## src/rtl/blvds_pkg.sv

```systemverilog
// ============================================================================
// Module      : blvds_pkg
// Description : Constants, state type and bus-word helper shared by the
//               BLVDS transmitter and receiver. The CSUM state exists only
//               when BLVDS_TX_CHECKSUM_EN is defined.
// Revision    : 1.0
// ============================================================================
`default_nettype none

package blvds_pkg;

  localparam logic [15:0] HEAD_WORD   = 16'h55AA;
  localparam logic [15:0] EPILOG_WORD = 16'hAA55;
  localparam logic [15:0] ABORT_WORD  = 16'hDEAD;

  localparam int FR_BIT = 17;
  localparam int DV_BIT = 16;

  typedef enum logic [2:0] {
    ST_IDLE    = 3'd0,
    ST_HEAD    = 3'd1,
    ST_PAYLOAD = 3'd2,
`ifdef BLVDS_TX_CHECKSUM_EN
    ST_CSUM    = 3'd3,
`endif
    ST_EPILOG  = 3'd4,
    ST_GAP     = 3'd5
  } tx_state_t;

  function automatic logic [17:0] bus_word(input logic i_fr, input logic i_dv,
                                           input logic [15:0] i_data);
    logic [17:0] w_word;
    w_word         = '0;
    w_word[FR_BIT] = i_fr;
    w_word[DV_BIT] = i_dv;
    w_word[15:0]   = i_data;
    return w_word;
  endfunction

endpackage

`default_nettype wire

```

## src/rtl/blvds_tx_checksum.sv

```systemverilog
// ============================================================================
// Module      : blvds_tx_checksum
// Description : Modulo-2^16 running sum of payload words. Compiled only when
//               BLVDS_TX_CHECKSUM_EN is defined.
// Revision    : 1.0
// ============================================================================
`default_nettype none

`ifdef BLVDS_TX_CHECKSUM_EN
module blvds_tx_checksum (
  input  logic        i_clk,
  input  logic        i_rst,
  input  logic        i_clear,
  input  logic        i_acc,
  input  logic [15:0] i_data,
  output logic [15:0] o_sum
);

  logic [15:0] r_sum;

  always_ff @(posedge i_clk) begin
    if (i_rst || i_clear) begin
      r_sum <= '0;
    end else if (i_acc) begin
      r_sum <= r_sum + i_data;
    end
  end

  assign o_sum = r_sum;

endmodule
`endif

`default_nettype wire

```

## src/rtl/blvds_frame_transmitter.sv

```systemverilog
// ============================================================================
// Module      : blvds_frame_transmitter
// Description : Drains a normal-mode FIFO into header/payload/epilog frames on
//               the 18-bit BLVDS bus. Optional checksum word enabled by
//               BLVDS_TX_CHECKSUM_EN.
// Revision    : 1.0
// ============================================================================
`default_nettype none

module blvds_frame_transmitter
  import blvds_pkg::*;
#(
  parameter logic [8:0] FRAME_LEN   = 9'd256,
  parameter logic [7:0] FRAME_DELAY = 8'd100,
  parameter logic [7:0] STALL_LIMIT = 8'd100
) (
  input  logic        iCLK,
  input  logic        iRST,
  input  logic        iSTART,
  input  logic [15:0] iFIFO_DATA,
  input  logic        iFIFO_EMPTY,
  input  logic [8:0]  iUSEDW,
  output logic        oRD_REQ,
  output logic [17:0] oDATA_BLVDS,
  output logic        oBUSY,
  output logic        oSEND_DONE,
  output logic        oSTART_REJECT,
  output logic        oUNDERRUN
);

  tx_state_t   r_state;
  logic [8:0]  r_req_cnt;
  logic [8:0]  r_word_cnt;
  logic [7:0]  r_stall_cnt;
  logic [7:0]  r_gap_cnt;
  logic        r_rd_req;
  logic        r_q_valid;
  logic        r_done_pend;
  logic [17:0] r_bus;
  logic        r_busy;
  logic        r_done;
  logic        r_reject;
  logic        r_underrun;

  logic        w_start_ok;
  logic        w_can_read;
  logic        w_last_word;
  tx_state_t   w_after_payload;
  tx_state_t   w_end_state;

  assign w_start_ok  = (iUSEDW >= FRAME_LEN);
  // A read already in flight consumes the last visible word, so a second
  // back-to-back read needs at least two words present.
  assign w_can_read  = !iFIFO_EMPTY && (r_req_cnt < FRAME_LEN) &&
                       !(r_rd_req && (iUSEDW <= 9'd1));
  assign w_last_word = (r_word_cnt == FRAME_LEN - 9'd1);
  assign w_end_state = (FRAME_DELAY == 8'd0) ? ST_IDLE : ST_GAP;

`ifdef BLVDS_TX_CHECKSUM_EN
  logic [15:0] w_csum;

  assign w_after_payload = ST_CSUM;

  blvds_tx_checksum u_checksum (
    .i_clk   (iCLK),
    .i_rst   (iRST),
    .i_clear (r_state == ST_IDLE),
    .i_acc   ((r_state == ST_PAYLOAD) && r_q_valid),
    .i_data  (iFIFO_DATA),
    .o_sum   (w_csum)
  );
`else
  assign w_after_payload = ST_EPILOG;
`endif

  always_ff @(posedge iCLK) begin
    if (iRST) begin
      r_state     <= ST_IDLE;
      r_req_cnt   <= '0;
      r_word_cnt  <= '0;
      r_stall_cnt <= '0;
      r_gap_cnt   <= '0;
      r_rd_req    <= 1'b0;
      r_q_valid   <= 1'b0;
      r_done_pend <= 1'b0;
      r_bus       <= '0;
      r_busy      <= 1'b0;
      r_done      <= 1'b0;
      r_reject    <= 1'b0;
      r_underrun  <= 1'b0;
    end else begin
      r_done      <= r_done_pend;
      r_done_pend <= 1'b0;
      r_reject    <= 1'b0;
      r_underrun  <= 1'b0;
      r_q_valid   <= r_rd_req;

      case (r_state)
        ST_IDLE: begin
          r_bus       <= '0;
          r_rd_req    <= 1'b0;
          r_req_cnt   <= '0;
          r_word_cnt  <= '0;
          r_stall_cnt <= '0;
          r_gap_cnt   <= '0;
          if (iSTART) begin
            if (w_start_ok) begin
              // Prefetch word 0 now so it lands right behind the header.
              r_state   <= ST_HEAD;
              r_busy    <= 1'b1;
              r_rd_req  <= !iFIFO_EMPTY;
              r_req_cnt <= iFIFO_EMPTY ? 9'd0 : 9'd1;
            end else begin
              r_reject <= 1'b1;
            end
          end
        end

        ST_HEAD: begin
          r_bus    <= bus_word(1'b1, 1'b1, HEAD_WORD);
          r_state  <= ST_PAYLOAD;
          r_rd_req <= w_can_read;
          if (w_can_read) begin
            r_req_cnt <= r_req_cnt + 9'd1;
          end
        end

        ST_PAYLOAD: begin
          r_rd_req <= w_can_read;
          if (w_can_read) begin
            r_req_cnt <= r_req_cnt + 9'd1;
          end
          if (r_q_valid) begin
            r_bus       <= bus_word(1'b1, 1'b1, iFIFO_DATA);
            r_stall_cnt <= '0;
            if (w_last_word) begin
              r_state <= w_after_payload;
            end else begin
              r_word_cnt <= r_word_cnt + 9'd1;
            end
          end else if (r_stall_cnt == STALL_LIMIT) begin
            r_bus      <= bus_word(1'b1, 1'b1, ABORT_WORD);
            r_underrun <= 1'b1;
            r_rd_req   <= 1'b0;
            r_gap_cnt  <= '0;
            r_state    <= w_end_state;
            r_busy     <= (FRAME_DELAY != 8'd0);
          end else begin
            r_bus       <= bus_word(1'b1, 1'b0, 16'h0000);
            r_stall_cnt <= r_stall_cnt + 8'd1;
          end
        end

`ifdef BLVDS_TX_CHECKSUM_EN
        ST_CSUM: begin
          r_bus    <= bus_word(1'b1, 1'b1, w_csum);
          r_rd_req <= 1'b0;
          r_state  <= ST_EPILOG;
        end
`endif

        ST_EPILOG: begin
          r_bus       <= bus_word(1'b1, 1'b1, EPILOG_WORD);
          r_rd_req    <= 1'b0;
          r_done_pend <= 1'b1;
          r_gap_cnt   <= '0;
          r_state     <= w_end_state;
          r_busy      <= (FRAME_DELAY != 8'd0);
        end

        ST_GAP: begin
          r_bus    <= '0;
          r_rd_req <= 1'b0;
          if (r_gap_cnt == FRAME_DELAY - 8'd1) begin
            r_state <= ST_IDLE;
            r_busy  <= 1'b0;
          end else begin
            r_gap_cnt <= r_gap_cnt + 8'd1;
          end
        end

        default: begin
          r_state  <= ST_IDLE;
          r_bus    <= '0;
          r_rd_req <= 1'b0;
          r_busy   <= 1'b0;
        end
      endcase
    end
  end

  assign oRD_REQ       = r_rd_req;
  assign oDATA_BLVDS   = r_bus;
  assign oBUSY         = r_busy;
  assign oSEND_DONE    = r_done;
  assign oSTART_REJECT = r_reject;
  assign oUNDERRUN     = r_underrun;

endmodule

`default_nettype wire
```

## config.mk

```make
export PLATFORM = sky130hd
export DESIGN_NAME = blvds_frame_transmitter
export DESIGN_NICKNAME = d
export VERILOG_FILES = /design/src/rtl/blvds_pkg.sv /design/src/rtl/blvds_tx_checksum.sv /design/src/rtl/blvds_frame_transmitter.sv
export SDC_FILE = /design/constraint.sdc
export NUM_CORES = 1
export LEC_CHECK = 0
export CORE_ASPECT_RATIO = 1.4
export CORE_MARGIN = 3
export CORE_UTILIZATION = 40
export DETAILED_ROUTE_END_ITERATION = 8
export GPL_TIMING_DRIVEN = 0
export PLACE_DENSITY = 0.71
export SYNTH_ARGS = -nofsm -noshare
export SYNTH_HDL_FRONTEND = slang
export SYNTH_HIERARCHICAL = 1
export SYNTH_SLANG_ARGS = --single-unit
```

## constraint.sdc

```tcl
create_clock -name iCLK -period 2.3 [get_ports iCLK]
set_clock_uncertainty 0.1 [all_clocks]
set_input_delay 0.46 -clock iCLK [delete_from_list [all_inputs] [get_ports iCLK]]
set_output_delay 0.46 -clock iCLK [all_outputs]
set_load 0.03 [all_outputs]
```

# Word level (Yosys, flattened, before mapping)
# Index checks and enable logic that the tools add are counted.
[word_totals]
regBits = 62
word_cells = 101
[classes]
n_bitwise = 4
mux = 39
reduce_logical = 19
n_addsub = 4
n_lt_le_gt_ge = 3
eq_ne = 19
[ops]
columns = ["op", "n"]
rows = [
  ["$pmux 18 s3", 1],
  ["$mux 8", 5],
  ["$pmux 9 s2", 2],
  ["$mux 17", 2],
  ["$mux 9", 3],
  ["$pmux 8 s3", 1],
  ["$add 9x1->9 const B", 2],
  ["$mux 3", 6],
  ["$add 8x1->8 const B", 2],
  ["$eq 8x7->1 const B", 2],
  ["$ne 2x2->1 const B", 8],
  ["$pmux 8 s2", 1],
  ["$mux 1", 15],
  ["$pmux 3 s5", 1],
  ["$eq 9x8->1 const B", 1],
  ["$ge 9x9->1 const B", 1],
  ["$le 9x1->1 const B", 1],
  ["$lt 9x9->1 const B", 1],
  ["$ne 3x3->1 const B", 3],
  ["$eq 3x3->1 const B", 2],
  ["$reduce_and 6->1", 1],
  ["$reduce_or 3->1", 2],
  ["$pmux 1 s5", 1],
  ["$reduce_and 5->1", 1],
  ["other kinds (14)", 23],
]

# Depth between registers and ports, before layout
[logic_depth]
word_depth = 7
depth_mapped = 8
ltp_nobuf = 8

# Worst setup path after synthesis
# No wires, ideal clock.
[synth_timing]
path_kind = "reg-to-reg"
start = "reg r_word_cnt[0]"
end = "reg r_word_cnt[7]"
stages_incl_launch_ff = 9
n_path_buf = 0
setup_ns = 0.070
arrival_time_ns = 1.841
slack_ns = 0.290
period_less_slack_ns = 2.010
cell_sequence = "dfxtp_1 ha_1 nand2_1 nor2_1 ha_1 nand2b_1 a21o_1 or4_1 a21oi_1"
[synth_via]
elab_chain_len = 4
word_cells_on_any_way = 7
[synth_rtl]
columns = ["element", "line", "source"]
rows = [
  ["start: declaration", "blvds_frame_transmitter.sv:33", "logic [8:0] r_word_cnt;"],
  ["start signal: assignment", "blvds_frame_transmitter.sv:139", "r_word_cnt <= r_word_cnt + 9'd1;"],
  ["$add 9x1->9", "blvds_frame_transmitter.sv:139", ""],
  ["$mux 9", "blvds_frame_transmitter.sv:136", "if (w_last_word) begin"],
  ["$mux 9", "blvds_frame_transmitter.sv:133", "if (r_q_valid) begin"],
  ["$pmux 9 s2", "blvds_frame_transmitter.sv:98", "case (r_state)"],
]
# Several ways; a longest one is shown, not always the timed one. The select of a mux whose other input is x is not followed.
# A chain may end at the register's enable or synchronous reset.

# Worst setup path after layout
# Same ends and word-level chain as after synthesis.

==> load_flow_metrics.sql <==
INSERT INTO impl_metrics (metric_group, metric, value, unit) VALUES
('route', 'wl_per_cell', '14.6', 'µm'),
('yosys', 'synth_enable_flop_cells', '0', ''),
('yosys', 'ys_top_cells_by_area', 'dfxtp_1 41%, a21oi_1 4.7%, nand2_1 3.5%', ''),
('sta', 'setup-tns-final', '0', 'ns'),
('floorplan', 'die_height', '109', 'µm'),
('cts', 'worst_setup_hold_path_clk_slew', '0.07', 'ns'),
('floorplan', 'design.portCount', '52', ''),
('cts', 'clkLatencyLatePin', '0.34', 'ns'),
('worst_setup_path', 'r2r-start', 'r_word_cnt[0]', ''),
('sta', 'final_hold_vios', '0', ''),
('global_route', 'grt_overflow_total', '0', ''),
('yosys', 'synth_top_area_frac', '0.412', ''),
('cts', 'clk_root_buffer_cell', 'clkbuf_8', ''),
('cts', 'ctsLongestPathBuffers', '2', ''),
('power_and_ir_drop', 'ir_worst_vdd', '386', 'µV'),
('yosys', 'mappedNetlistNets', '384', ''),
('global_route', 'pin_count_of_the_biggest_net_entering_global_routing', '11', ''),
('route', 'post-route-drc-count', '0', ''),
('route', 'final_antenna_net_count', '0', ''),
('global_route', 'antenna_found_initial', '0', ''),
('sta', 'layout_worst_path_cycle_share', '0.932', ''),
('worst_setup_path', 'cp_num_buf_inv', '0', ''),
('sta', 'post-route-min-period', '2.14', 'ns'),
('route', 'routed_wl', '7.44', 'mm'),
('worst_setup_path', 'timing.reg2reg.setup_slack', '0.16', 'ns'),
('run', 'maxCapViolations', '0', ''),
('min_path', 'min-delay-start', 'r_done_pend', ''),
('yosys', 'syn_area', '3010', 'µm²'),
('worst_setup_path', 'setup.worst_path.end', 'r_word_cnt[7]', ''),
('sta', 'postLayoutSetupSlackWorst', '0.157', 'ns'),
('worst_setup_path', 'max_stage_delay', '0.47', 'ns'),
('global_route', 'first_pass_grt_wire_length', '12.5', 'mm'),
('sta', 'timing.max_slew.rel_slack', '0.644', ''),
('sta', 'worst_hold_slack', '0.347', 'ns'),
('route', 'vias', '2790', ''),
('yosys', 'ys_seq_elements', '62', ''),
('power_and_ir_drop', 'pwr_density_cell', '667', 'nW/µm²'),
('sta', 'rsz0062_at_grt', 'no', ''),
('min_path', 'min-delay-path-class', 'register to register', ''),
('global_route', 'first_global_vias', '2673', ''),
('cells_and_area', 'drive_gt1_frac', '0.106', ''),
('route', 'drt_first_pass_iters', '4', ''),
('worst_setup_path', 'startpoint_type', 'register', ''),
('placement', 'detailedPlacementHpwl', '5.48', 'mm'),
('sta', 'max_freq', '467', 'MHz'),
('sta', 'setup_viol', '0', ''),
('yosys', 'synth_most_common_cell', 'dfxtp_1', ''),
('placement', 'io_buffers', '50', ''),
('cells_and_area', 'fin_nets', '445', ''),
('worst_setup_path', 'cp.depth', '8', ''),
('worst_setup_path', 'rr_endpoint', 'r_word_cnt[7]', ''),
('cells_and_area', 'finish.utilization', '0.546', ''),
('floorplan', 'die-width', '79.4', 'µm'),
('worst_setup_path', 'r2r.worst_path.cells', '8', ''),
('route', 'via_per_inst', '5.47', ''),
('worst_setup_path', 'worstPathArrival', '2.31', 'ns'),
('cells_and_area', 'filler_cell_count_in_the_final_layout', '676', ''),
('power_and_ir_drop', 'p_leak', '1.34', 'nW'),
('cells_and_area', 'syn2layout_area_growth', '29.0', '%'),
('cells_and_area', 'antenna-diode-count', '0', ''),
('cts', 'cts_buffers', '9', ''),
('floorplan', 'die_area', '8620', 'µm²'),
('sta', 'tightestPinTransition', '0.520', 'ns'),
('worst_setup_path', 'startpoint_to_endpoint_class_of_the_critical_path', 'register to register', ''),
('worst_setup_path', 'crit_start', 'r_word_cnt[0]', ''),
('cts', 'clock_tree_from_tritoncts', 'done', ''),
('status', 'status', 'finished clean', ''),
('yosys', 'synthesis.area_per_instance', '8.63', 'µm²'),
('yosys', 'synth-seq-area-share', '0.412', ''),
('worst_setup_path', 'critPathSlowestCell', 'or4_1', ''),
('worst_setup_path', 'critical_path.endpoint_type', 'register', '');
per-layer routing:
metal | GRT usage | part of all wire | up-vias
li1 | - | - | 1402
met1 | 0.211 | 0.42 | 1334
met2 | 0.328 | 0.54 | 43
met4 | 0.0737 | 0.010 | 0
met5 | 0 | 0 | -
met3 | 0.0322 | 0.026 | 11
per-stage QoR:
stage | area (µm²) | power, mW
floorplan | 3010 | 1.36
global placement | 3630 | 1.50
detailed placement | 3630 | 1.50
CTS | 3870 | 2.61
global route | 3890 | 2.71
finish | 3890 | 2.59
cell usage in the layout, fill, tap and decap left out, types with 10 or more instances in the layout:
cell type        instances
o21ai_0                 10
inv_1                   15
nor2_1                  28
clkdlybuf4s50_1         50
nand2_1                 28
dfxtp_1                 62
a21oi_1                 28
clkbuf_8                12
sequential cells by signal, summed over array words and instances (netlist names):
register	cells
r_req_cnt	9
oSEND_DONE	1
r_state	3
r_q_valid	1
r_gap_cnt	8
oUNDERRUN	1
oSTART_REJECT	1
r_stall_cnt	8
oDATA_BLVDS	18
r_done_pend	1
oBUSY	1
r_word_cnt	9
oRD_REQ	1
cell families (layout without fill, tap and decap cells):
logic type               after synthesis  count (layout)  share of synthesized area
adder cells (fa/ha/maj)                6               6                     0.0249
buffers and inverters                 34             100                     0.0461
XOR/XNOR                              12              12                     0.0349
multiplexers                           2               2                    0.00664
AND/OR/NAND/NOR                      136             136                      0.255
AO/OA/AOI/OAI                         97              97                      0.220
flip-flops                            62              62                      0.412
worst min path at each step:
stage | slack (ns) | end | depth (start not counted)
3_3_place_gp | 0.34 | oSEND_DONE | 1
4_1_cts | 0.35 | oSEND_DONE | 1
6_report | 0.35 | oSEND_DONE | 1
3_5_place_dp | 0.34 | oSEND_DONE | 1
5_1_grt | 0.37 | oSEND_DONE | 1
2_1_floorplan | 0.31 | oSEND_DONE | 1
layout make-up:
class / count / area (µm²) / area share
sequential: 62 / 1240 / 0.319
clock buffer: 13 / 169 / 0.0435
tap: 95 / 119 / 0.0306
buffer: 18 / 80.1 / 0.0206
inverter: 16 / 60.1 / 0.0154
clock inverter: 3 / 65.1 / 0.0167
timing repair buffer: 50 / 500 / 0.129
multi-input combinational: 253 / 1650 / 0.425
power by group:
part	total, mW	internal (mW)	switching [mW]
clock	1.11	0.698	0.409
combinational	0.373	0.152	0.221
sequential	1.11	1.10	0.0157
repair_timing:
action                                  CTS  global route
hold buffers                              0             0
endpoints found under the setup margin    0            22
gates resized for setup                   0             8
buffers inserted                          0             0
(Power assumes the default switching activity.)
